===== src/rtl/ibex_decoder_stream_wrap.sv =====
// Stream harness around ibex_decoder: input FIFO, registered valid/ready result stage and
// optional saturating decode statistics (compiled in with IBEX_DEC_STREAM_CNT_EN).

// Stand-in ibex_decoder exposing only the illegal-instruction flag used by the harness.
module ibex_decoder #(
   parameter bit BranchTargetALU = 1'b1
) (
   input  logic        clk_i,
   input  logic        rst_ni,
   input  logic        branch_taken_i,
   input  logic        instr_first_cycle_i,
   input  logic        illegal_c_insn_i,
   input  logic [31:0] instr_rdata_i,
   input  logic [31:0] instr_rdata_alu_i,
   output logic        illegal_insn_o
);

   logic [6:0] opcode;
   logic [2:0] funct3;
   logic [6:0] funct7;
   logic       base_illegal;
   logic       unused_ctrl;

   // Opcode and funct3 come from the main copy, funct7 from the ALU copy (as in the core).
   assign opcode = instr_rdata_i[6:0];
   assign funct3 = instr_rdata_i[14:12];
   assign funct7 = instr_rdata_alu_i[31:25];

   assign unused_ctrl = ^{clk_i, rst_ni, branch_taken_i, instr_first_cycle_i, BranchTargetALU,
                          instr_rdata_i[31:15], instr_rdata_i[11:7], instr_rdata_alu_i[24:0]};

   always_comb begin
      base_illegal = 1'b1;
      case (opcode)
         7'h37, 7'h17, 7'h6f: base_illegal = 1'b0;
         7'h67: base_illegal = (funct3 != 3'd0);
         7'h63: base_illegal = (funct3 == 3'd2) || (funct3 == 3'd3);
         7'h03: base_illegal = (funct3 == 3'd3) || (funct3 >= 3'd6);
         7'h23: base_illegal = (funct3 > 3'd2);
         7'h13: begin
            case (funct3)
               3'd1:    base_illegal = (funct7 != 7'h00);
               3'd5:    base_illegal = (funct7 != 7'h00) && (funct7 != 7'h20);
               default: base_illegal = 1'b0;
            endcase
         end
         7'h33: begin
            if ((funct7 == 7'h00) || (funct7 == 7'h01)) begin
               base_illegal = 1'b0;
            end else if (funct7 == 7'h20) begin
               base_illegal = !((funct3 == 3'd0) || (funct3 == 3'd5));
            end else begin
               base_illegal = 1'b1;
            end
         end
         7'h0f: base_illegal = (funct3 > 3'd1);
         7'h73: base_illegal = (funct3 == 3'd4);
         default: base_illegal = 1'b1;
      endcase
   end

   assign illegal_insn_o = base_illegal | illegal_c_insn_i;

endmodule

module ibex_decoder_stream_wrap #(
   parameter int unsigned Depth           = 4,
   parameter int unsigned CntWidth        = 16,
   parameter bit          BranchTargetALU = 1'b1,
   localparam int unsigned LvlW           = $clog2(Depth + 1)
) (
   input  logic                clk_i,
   input  logic                rst_i,
   input  logic                insn_valid_i,
   output logic                insn_ready_o,
   input  logic [31:0]         insn_i,
   input  logic                flush_i,
   output logic                res_valid_o,
   input  logic                res_ready_i,
   output logic [31:0]         res_insn_o,
   output logic [6:0]          res_opcode_o,
   output logic                res_illegal_o,
   output logic [LvlW-1:0]     fifo_level_o,
   output logic [CntWidth-1:0] cnt_total_o,
   output logic [CntWidth-1:0] cnt_illegal_o
);

   localparam int unsigned PtrW = $clog2(Depth);
   localparam logic [LvlW-1:0] FullLvl = LvlW'(Depth);

   logic [31:0]     mem [Depth];
   logic [PtrW-1:0] wr_ptr_reg, wr_ptr_next;
   logic [PtrW-1:0] rd_ptr_reg, rd_ptr_next;
   logic [LvlW-1:0] level_reg, level_next;
   logic            res_valid_reg, res_valid_next;
   logic [31:0]     res_insn_reg;
   logic            res_illegal_reg;
   logic [31:0]     head_word;
   logic            dec_illegal;
   logic            push, pop;

   assign insn_ready_o = (level_reg != FullLvl);
   assign push         = insn_valid_i && insn_ready_o && !flush_i;
   // No bypass: a word must sit at the FIFO head for a cycle before it can load.
   assign pop          = (level_reg != '0) && (!res_valid_reg || res_ready_i) && !flush_i;
   assign head_word    = mem[rd_ptr_reg];

   ibex_decoder #(
      .BranchTargetALU (BranchTargetALU)
   ) u_decoder (
      .clk_i               (clk_i),
      .rst_ni              (~rst_i),
      .branch_taken_i      (1'b1),
      .instr_first_cycle_i (1'b1),
      .illegal_c_insn_i    (1'b0),
      .instr_rdata_i       (head_word),
      .instr_rdata_alu_i   (head_word),
      .illegal_insn_o      (dec_illegal)
   );

   always_ff @(posedge clk_i) begin
      if (push) begin
         mem[wr_ptr_reg] <= insn_i;
      end
   end

   always_comb begin
      wr_ptr_next    = wr_ptr_reg;
      rd_ptr_next    = rd_ptr_reg;
      level_next     = level_reg;
      res_valid_next = res_valid_reg;
      if (flush_i) begin
         wr_ptr_next    = '0;
         rd_ptr_next    = '0;
         level_next     = '0;
         res_valid_next = 1'b0;
      end else begin
         if (push) begin
            wr_ptr_next = wr_ptr_reg + 1'b1;
         end
         if (pop) begin
            rd_ptr_next = rd_ptr_reg + 1'b1;
         end
         case ({push, pop})
            2'b10:   level_next = level_reg + 1'b1;
            2'b01:   level_next = level_reg - 1'b1;
            default: level_next = level_reg;
         endcase
         if (pop) begin
            res_valid_next = 1'b1;
         end else if (res_ready_i) begin
            res_valid_next = 1'b0;
         end
      end
   end

   always_ff @(posedge clk_i or posedge rst_i) begin
      if (rst_i) begin
         wr_ptr_reg      <= '0;
         rd_ptr_reg      <= '0;
         level_reg       <= '0;
         res_valid_reg   <= 1'b0;
         res_insn_reg    <= '0;
         res_illegal_reg <= 1'b0;
      end else begin
         wr_ptr_reg    <= wr_ptr_next;
         rd_ptr_reg    <= rd_ptr_next;
         level_reg     <= level_next;
         res_valid_reg <= res_valid_next;
         if (pop) begin
            res_insn_reg    <= head_word;
            res_illegal_reg <= dec_illegal;
         end
      end
   end

   assign res_valid_o   = res_valid_reg;
   assign res_insn_o    = res_insn_reg;
   assign res_opcode_o  = res_insn_reg[6:0];
   assign res_illegal_o = res_illegal_reg;
   assign fifo_level_o  = level_reg;

`ifdef IBEX_DEC_STREAM_CNT_EN
   logic [CntWidth-1:0] cnt_total_reg;
   logic [CntWidth-1:0] cnt_illegal_reg;

   // Saturate at all-ones so long coverage runs never wrap back to small counts.
   always_ff @(posedge clk_i or posedge rst_i) begin
      if (rst_i) begin
         cnt_total_reg   <= '0;
         cnt_illegal_reg <= '0;
      end else if (pop) begin
         if (cnt_total_reg != '1) begin
            cnt_total_reg <= cnt_total_reg + 1'b1;
         end
         if (dec_illegal && (cnt_illegal_reg != '1)) begin
            cnt_illegal_reg <= cnt_illegal_reg + 1'b1;
         end
      end
   end

   assign cnt_total_o   = cnt_total_reg;
   assign cnt_illegal_o = cnt_illegal_reg;
`else
   assign cnt_total_o   = '0;
   assign cnt_illegal_o = '0;
`endif

endmodule


===== config.mk =====
export PLATFORM = sky130hd
export DESIGN_NAME = ibex_decoder_stream_wrap
export DESIGN_NICKNAME = d
export VERILOG_FILES = /design/src/rtl/ibex_decoder_stream_wrap.sv
export SDC_FILE = /design/constraint.sdc
export NUM_CORES = 1
export LEC_CHECK = 0
export BUFFER_PORTS_ARGS = -buffer_cell sky130_fd_sc_hd__buf_4
export CELL_PAD_IN_SITES_DETAIL_PLACEMENT = 0
export CELL_PAD_IN_SITES_GLOBAL_PLACEMENT = 1
export CORE_MARGIN = 1.5
export CORE_UTILIZATION = 43
export DETAILED_ROUTE_END_ITERATION = 12
export PLACE_DENSITY = 0.8
export SLEW_MARGIN = 15
export SYNTH_ARGS = -nofsm -noshare
export SYNTH_HDL_FRONTEND = slang
export SYNTH_SLANG_ARGS = --single-unit

===== constraint.sdc =====
create_clock -name clk_i -period 2.25 [get_ports clk_i]
set_input_delay 0.45 -clock clk_i [delete_from_list [all_inputs] [get_ports clk_i]]
set_output_delay 0.45 -clock clk_i [all_outputs]
set_load 0.02 [all_outputs]

==> metrics.md, run 1 <==
| Metric | Value |
|---|---|
| Status | finished with violations |
| Failing checks | setup timing |
| Max Slew Vio Count | 0 |
| Worst-Margin Slew | 0.503 ns |
| Vias in the first global route | 3,651 |
| Largest net degree at the start of global routing | 35 |
| Die Y | 129 um |
| GRT met1 Usage | 19.5% |
| Top cells by area, synth | edfxtp_1 56%, dfrtp_1 15%, mux4_2 9.2%, mux2_2 5.3%, buf_4 4.3% |
| Worst Hold Class | primary input to async pin |
| Count of final hold-check violations | 0 |
| Busiest grt layer | met2 |
| RSZ-0062 raised after global routing | true |
| Total grt overflow | 0 |
| Slew Limit Headroom | 66.4% |
| Rows | 45 |
| Seq cells post-synth | 169 |
| Via Count | 3,471 |
| Final period util | 102% |
| Clock network fraction of total power | 26.0% |
| Wire per inst | 18.2 um |
| Seq pwr share | 40.7% |
| Post-DRT Antenna Nets | 0 |
| GR Util met2 | 28.0% |
| 1st-pass router iterations | 5 |
| CP cell instances | buf_4 > buf_6 > mux4_2 > or4_4 > a211oi_2 > a2111o_1 > a41oi_2 |
| Final HPWL DP | 8530 um |
| Sequential share of the synthesized area | 71.1% |
| Layout Cell Area excl Fill | 8350 um^2 |
| Nets | 515 |
| CTS buffer count | 17 |
| Max-cap check violation count | 0 |
| Iteration-0 DRC Markers | 208 |
| Register name with the most flops | mem |
| Crit path DAT | 2.58 ns |
| Biggest area consumer among synthesized cells | edfxtp_1 |
| Crit. End Element | register |
| Crit-path slowest cell | or4_4 |
| Crit Path Category | register to register |
| Minimum clock period | 2.30 ns |
| Synth Cell Area | 6850 um^2 |
| Initial core utilization | 44.6% |
| Post-synth EDFFs | 128 |
| Met3 usage | 6.19% |
| Area share of the largest cell type after synthesis | 56.1% |
| WL final | 12,700 um |
| Critical path data required time | 2.53 ns |
| CTS tree | yes |
| Placed inst area | 7720 um^2 |
| Switch share | 30.4% |
| Htree depth | 4 |
| DIE AREA | 16,700 um^2 |
| First-pass GRT wire length | 19,800 um |
| CTS Sinks | 169 |
| Worst clock skew | 0.00737 ns |
| Setup ws final | -0.0549 ns |
| CP max FO | 4 |
| Internal Power | 7100 uW |
| Input/output buffers | 81 |
| Die Width | 129 um |
| Ys Warns | 0 |
| Post-Synthesis Mean Instance Area | 19.0 um^2 |
| Hold WS | 0.0605 ns |
| Layout cell share with drive strength beyond 1 | 46.1% |
| Longest Clk Path Bufs | 2 |
| Synth unique cells | 40 |
| Drt drc | 0 |
| Async set or reset register ratio after synthesis | 24.3% |
| NetSw | 3110 uW |
| Io pins | 114 |
| Reg clk slew, reported paths | 0.06 ns |
| Via-to-Cell Ratio | 4.97 |
| Post-Synthesis Cells | 360 |
| Area growth, synth to finish | 21.9% |
| Finished Core Util | 54.3% |
| Crit start category | register |
| Power Density | 1220 nW/um^2 |
| Total Routing Usage GR | 16.5% |
| Comb power frac | 33.4% |
| Worst VDD drop | 0.852 mV |
| Largest stage delay on the critical path | 0.51 ns |
| Initial antenna violation count | 1 |
| LEAKAGE | 0.00309 uW |
| Gp weighted congestion | 0.765 |
| CTS root buf | clkbuf_16 |
| Clk Latency, worst-skew pair | 0.42 ns |
| Max FFs per register | 128 |
| Fillcell total | 1,206 |
| Fmax | 434 MHz |
| Top_reg_cell synth | edfxtp_1 |
| Placeable Area | 15,400 um^2 |
| Final count of negative-setup-slack endpoints | 1 |
## through the flow
step / total power [uW] / setup WS (ns) / TNS, ns / cells
2_1_floorplan: 6360 / 0.000221 / 0 / 391
3_3_place_gp: 7430 / -0.0899 / -0.0899 / 662
3_5_place_dp: 7520 / -0.183 / -0.183 / 662
4_1_cts: 10300 / -0.00129 / -0.00129 / 696
5_1_grt: 10700 / -0.0755 / -0.0755 / 697
6_report: 10200 / -0.0549 / -0.0549 / 698
## cell usage after synthesis (all sizes together), types with 2 or more instances
library cell	n
a2111o	3
a21oi	5
and2	6
buf	45
clkbuf	6
dfrtp	41
edfxtp	128
ha	4
inv	6
mux2	32
mux4	32
nand2	6
nand3	3
nand3b	2
nor2	13
nor2b	2
nor3	3
xnor2	3
xor2	4
## power by group through the flow
stage                     combinational [uW]  sequential, uW  clock [uW]
after floorplan                         1810            4550           0
after global placement                  3210            4220           0
after detailed placement                3280            4240           0
after CTS                               3420            4170        2720
after global routing                    3650            4220        2830
final                                   3410            4150        2650
## critical path, delay by kind of cell (launching register included)
family          cells  cell delay, ns
flops               1            0.39
buf+inv             2            0.27
compound gates      3            0.50
mux                 1            0.50
simple gates        1            0.51
## cells by family after synthesis
group	Yosys count	share of synthesized area [%]
DFF	169	71.1
muxes	65	16.1
buffers and inverters	57	5.77
and+or+nand+nor	40	3.00
AOI/OAI and AO/OA	16	2.01
xor gates and xnor gates	7	0.895
adders and majority gates	5	1.02
other	1	0.0548
## layer usage
metal  wire, um  up-vias  share of wire [%]
li1           -     1551                  -
met1       5030     1734                 40
met2       6480      160                 51
met3       1030       26                8.1
met4        193        0                1.5
met5          0        -                  0
## cell type report
cell class	count	area [um^2]	share of cell area, %
diodes	1	2.50	0.0300
clock buffers	23	468	5.60
clock inverters	9	73.8	0.884
inverters	6	22.5	0.270
multi-input cells	165	1770	21.2
flip-flops and latches	169	4870	58.4
well taps	211	264	3.16
repair buffers	114	876	10.5
## cell usage in the layout, fill, tap and decap left out, types with 5 or more instances in the layout
cell type | synthesis | layout
inv_1 | 6 | 5
conb_1 | 1 | 32
mux2_2 | 32 | 32
nor2_1 | 13 | 13
nand2_1 | 6 | 6
a21oi_1 | 5 | 5
buf_4 | 39 | 111
dfrtp_1 | 41 | 37
clkbuf_16 | 0 | 17
edfxtp_1 | 128 | 128
mux4_2 | 28 | 31
## repair_timing
action                                  CTS  global route
cloned                                    0             0
endpoints found under the setup margin    1             1
setup buffers                             2             1
hold buffers                              0             0
pin swaps                                 2             2
resized for setup                        11             2
## worst paths after layout
check | from | end | slack, ns | depth (start not counted)
min reg2reg | res_insn_o[25] | res_insn_o[25] | 0.51 | 1
max in group asynchronous | rst_i | rd_ptr_reg[0] | 1.59 | 3
max | rd_ptr_reg[0] | res_illegal_o | -0.05 | 7
max reg2reg | rd_ptr_reg[0] | res_illegal_o | -0.05 | 7
min | rst_i | res_valid_o | 0.06 | 2
min in group clk_i | insn_i[26] | mem[3][26] | 0.23 | 1
No activity file was read; power rests on OpenSTA's default activity.
==> inputs of run 2 (changes only) <==
PLACE_DENSITY = 0.79   (was 0.8)
SYNTH_HIERARCHICAL = 1   (was unset)
==> metrics.md, run 2 <==
| Metric | Value |
|---|---|
| Status | finished with violations |
| Failing checks | setup timing |
| Minimum clock period | 2.33 ns |
| Most common cell after layout, fill and taps aside | edfxtp_1 |
| Htree depth | 4 |
| Crit start category | register |
| Post-Synthesis Mean Instance Area | 19.1 um^2 |
| Max-cap check violation count | 0 |
| Die Y | 132 um |
| Total power | 10,800 uW |
| Count of final hold-check violations | 0 |
| Busiest grt layer | met2 |
| Max Slew Vio Count | 0 |
| Post-CTS Hold Fix Bufs | 0 |
| WL final | 13,100 um |
| Slew Limit Headroom | 59.7% |
| First-pass GRT wire length | 20,600 um |
| Final count of negative-setup-slack endpoints | 1 |
| Longest Clk Path Bufs | 2 |
| Clk Latency, worst-skew pair | 0.42 ns |
| Post-Synthesis Cells | 377 |
| Max FFs per register | 128 |
| Gp weighted congestion | 0.846 |
| Layout cell share with drive strength beyond 1 | 44.3% |
| Drt drc | 0 |
| Crit. End Element | register |
| Die Width | 132 um |
| Crit Path Category | register to register |
| Vias in the first global route | 3,601 |
| Total grt overflow | 0 |
| R2r setup slk | -0.08 ns |
| Critical path data required time | 2.55 ns |
| CP max FO | 10 |
| Wire per inst | 18.3 um |
| Finished Core Util | 52.5% |
| CTS tree | yes |
| Worst clock skew | 0.00713 ns |
| Iteration-0 DRC Markers | 220 |
| Total Routing Usage GR | 15.9% |
| Io pins | 114 |
| Post-DRT Antenna Nets | 0 |
| Power Density | 1240 nW/um^2 |
| Reg-to-Reg Start | rd_ptr_reg[0] |
| Final period util | 104% |
| Worst Hold Class | primary input to async pin |
| Worst VDD drop | 0.717 mV |
| Crit path DAT | 2.63 ns |
| CTS root buf | clkbuf_16 |
| R2R depth | 7 |
| Final HPWL DP | 8360 um |
| Most frequent cells in the layout | 128 x edfxtp_1, 100 x buf_4, 39 x dfrtp_1, 33 x conb_1, 32 x mux2_4 |
| Nets | 523 |
| Met3 usage | 4.19% |
| Input/output buffers | 81 |
| Fmax | 429 MHz |
| Setup ws final | -0.0797 ns |
| GR Util met2 | 24.0% |
| Synth Cell Area | 7200 um^2 |
| CTS Sinks | 169 |
| Initial core utilization | 43.7% |
| Worst R2R End | res_illegal_o |
| GRT met1 Usage | 22.5% |
| Reg clk slew, reported paths | 0.06 ns |
| Via-to-Cell Ratio | 4.93 |
| Ys Warns | 6 |
| LEAKAGE | 0.00324 uW |
| Placeable Area | 16,500 um^2 |
| Rows | 47 |
| Register name with the most flops | mem |
| 1st-pass router iterations | 4 |
| Initial antenna violation count | 0 |
| Via Count | 3,523 |
| CTS buffer count | 17 |
| RSZ-0062 raised after global routing | true |
| Largest net degree at the start of global routing | 42 |
| Area growth, synth to finish | 20.2% |
| DIE AREA | 17,500 um^2 |
| Worst-Margin Slew | 0.605 ns |
[run 2: worst max-delay path by stage]
| stage | start | end | slack, ns | depth (start not counted) |
|---|---|---|---|---|
| after global routing | rd_ptr_reg[0] | res_illegal_o | -0.14 | 8 |
| after floorplan | rd_ptr_reg[0] | res_illegal_o | -0.12 | 8 |
| after CTS | rd_ptr_reg[0] | res_illegal_o | -0.08 | 7 |
| after global placement | rd_ptr_reg[0] | res_illegal_o | -0.08 | 7 |
| after detailed placement | rd_ptr_reg[0] | res_illegal_o | -0.07 | 7 |
| final | rd_ptr_reg[0] | res_illegal_o | -0.08 | 7 |
[run 2: timing repair]
action | 4_1_cts | 5_1_grt
setup endpoints to repair | 1 | 1
setup buffers | 1 | 0
resized for setup | 0 | 3
gates cloned | 0 | 0
pin swaps | 0 | 1
[run 2: area by class of cell]
class | instances | area (um^2)
antenna | 1 | 2.50
clock buffer | 18 | 439
clock inverter | 14 | 148
fill | 1348 | 7820
inverter | 5 | 18.8
multi-input combinational | 181 | 2000
sequential | 169 | 4870
tap | 220 | 275
timing repair buffer | 107 | 891
[run 2: stage by stage]
stage          hold WS [ns]  cells  TNS (ns)  area (um^2)  worst slack (ns)
6_report              0.180    715   -0.0797         8650           -0.0797
3_5_place_dp          0.500    681   -0.0739         8040           -0.0739
4_1_cts               0.194    714   -0.0786         8630           -0.0786
2_1_floorplan         0.543    409    -0.121         7330            -0.121
5_1_grt               0.207    714    -0.139         8650            -0.139
3_3_place_gp          0.499    681   -0.0842         8040           -0.0842
[run 2: power by group]
| group | total (uW) | leakage, uW | internal [uW] | switching (uW) |
|---|---|---|---|---|
| clock network | 2850 | 0.000266 | 1660 | 1180 |
| logic | 3690 | 0.00132 | 1960 | 1730 |
| registers | 4220 | 0.00165 | 3870 | 354 |
| total | 10800 | 0.00324 | 7490 | 3270 |
[run 2: metal layers]
layer  vias up  routed length (um)
li1       1593                   -
met1      1789                6120
met2       135                6210
met3         6                 675
met4         0                  71
met5         -                   0
[run 2: worst max-delay path, stage by stage (launching register included)]
cell and delay (ns):
dfrtp_2 0.38, buf_12 0.14, mux4_2 0.53, or4b_1 0.52
o21ai_1 0.11, o2111a_1 0.20, o211ai_1 0.07, mux2_2 0.26
==> inputs of run 3 (changes only) <==
PLACE_DENSITY = 0.71   (was 0.79)
==> metrics.md, run 3 (synthesized netlist as in run 2, its figures left out) <==
| Metric | Value |
|---|---|
| Failing checks | setup timing |
| Non-filler cells, final | 720 |
| Power Density | 1230 nW/um^2 |
| Max Slew Vio Count | 0 |
| Total Routing Usage GR | 16.3% |
| Max FFs per register | 128 |
| Met3 usage | 4.19% |
| GRT met1 Usage | 20.4% |
| Diode count | 0 |
| WL final | 13,200 um |
| Nets | 529 |
| Final count of negative-setup-slack endpoints | 1 |
| Placeable Area | 16,500 um^2 |
| Initial core utilization | 43.7% |
| 1st-pass router iterations | 4 |
| Post-CTS Hold Fix Bufs | 0 |
| Hold WS | 0.0482 ns |
| Drt drc | 0 |
| Layout cell share with drive strength beyond 1 | 46.8% |
| Vias in the first global route | 3,819 |
| Gp weighted congestion | 0.755 |
| Worst VDD drop | 0.658 mV |
| Crit. End Element | register |
| Longest Clk Path Bufs | 2 |
| Setup TNS Final | -0.0960 ns |
| Via-to-Cell Ratio | 4.94 |
| DIE AREA | 17,500 um^2 |
| Reg clk slew, reported paths | 0.06 ns |
| LEAKAGE | 0.00327 uW |
| Total power | 10,700 uW |
| Inst Count DP | 684 |
| Crit path DAT | 2.65 ns |
| Total grt overflow | 0 |
| Die Y | 132 um |
| Htree depth | 4 |
| CTS root buf | clkbuf_16 |
| Most common cell after layout, fill and taps aside | edfxtp_1 |
| Worst Hold Class | primary input to async pin |
| Busiest grt layer | met2 |
| Clk Latency, worst-skew pair | 0.42 ns |
| Max-cap check violation count | 0 |
| GR Util met2 | 26.7% |
| Die Width | 132 um |
| CTS buffer count | 17 |
| Initial antenna violation count | 0 |
| Input/output buffers | 81 |
| RSZ-0062 raised after global routing | true |
| Register name with the most flops | mem |
| Setup ws final | -0.0960 ns |
| Area growth, synth to finish | 20.6% |
| CTS Sinks | 169 |
| Rows | 47 |
| Largest net degree at the start of global routing | 34 |
| Status | finished with violations |
| Final period util | 104% |
| CP max FO | 7 |
| Count of final hold-check violations | 0 |
| Placed inst area | 8040 um^2 |
| Io pins | 114 |
| Fmax | 426 MHz |
| Critical path data required time | 2.56 ns |
| Via Count | 3,559 |
| Most frequent cells in the layout | 128 x edfxtp_1, 106 x buf_4, 39 x dfrtp_1, 33 x mux2_4, 33 x conb_1 |
| Worst clock skew | 0.00803 ns |
| CTS tree | yes |
| Post-DRT Antenna Nets | 0 |
| Iteration-0 DRC Markers | 194 |
| Crit Path Category | register to register |
| Wire per inst | 18.3 um |
| First-pass GRT wire length | 21,200 um |
| Layout Cell Area excl Fill | 8680 um^2 |
| Crit start category | register |
| Minimum clock period | 2.35 ns |
| Final HPWL DP | 8600 um |
run 3: changes by cell type in the layout (fill, tap and decap cells not counted), moves of 2 or more:
cell | previous run | this run
clkinvlp_4 | 6 | 4
buf_4 | 100 | 106
clkinv_2 | 0 | 4
buf_12 | 7 | 5
clkinv_1 | 2 | 0
run 3: final cells by class:
type                       instances  area (um^2)
clock inverter                    14          124
clock buffer                      18          439
multi-input combinational        181         2030
fill                            1362         7790
sequential                       169         4870
timing repair buffer             113          922
tap                              220          275
inverter                           5         18.8
run 3: path summary, 6_finish.rpt:
path / from / to / slack (ns) / cells after the start
max: rd_ptr_reg[0] / res_illegal_o / -0.1 / 8
min: rst_i / res_insn_o[26] / 0.05 / 2
max reg2reg: rd_ptr_reg[0] / res_illegal_o / -0.1 / 8
min reg2reg: res_insn_o[9] / res_insn_o[9] / 0.52 / 1
max in group asynchronous: rst_i / res_insn_o[22] / 1.62 / 3
min in group clk_i: insn_i[18] / mem[2][18] / 0.22 / 1
run 3: layer usage:
layer	up-vias	part of all wire, %
li1	1611	-
met5	-	0
met2	113	50
met1	1817	43
met3	18	4.9
met4	0	2.0
run 3: where the power goes:
group | internal [uW] | switching (uW)
Sequential | 3860 | 346
Clock | 1550 | 1180
Combinational | 2010 | 1760
run 3: what timing repair did:
action,4_1_cts,5_1_grt
setup buffers,1,3
resized for setup,2,11
endpoints found under the setup margin,1,1
pin swaps,1,5
run 3: through the flow:
step / setup WS, ns / utilization, %
4_1_cts: -0.0924 / 52.3
5_1_grt: -0.113 / 52.7
3_5_place_dp: -0.110 / 48.8
2_1_floorplan: -0.121 / -
3_3_place_gp: -0.0820 / 48.8
6_report: -0.0960 / 52.7
run 3: worst max-delay path, stage by stage, from the launching register on:
cell	delay, ns
dfrtp_2	0.40
buf_12	0.14
buf_8	0.11
mux4_2	0.55
nor4_2	0.32
nand3_1	0.13
a32oi_1	0.21
o211ai_1	0.10
mux2_4	0.26
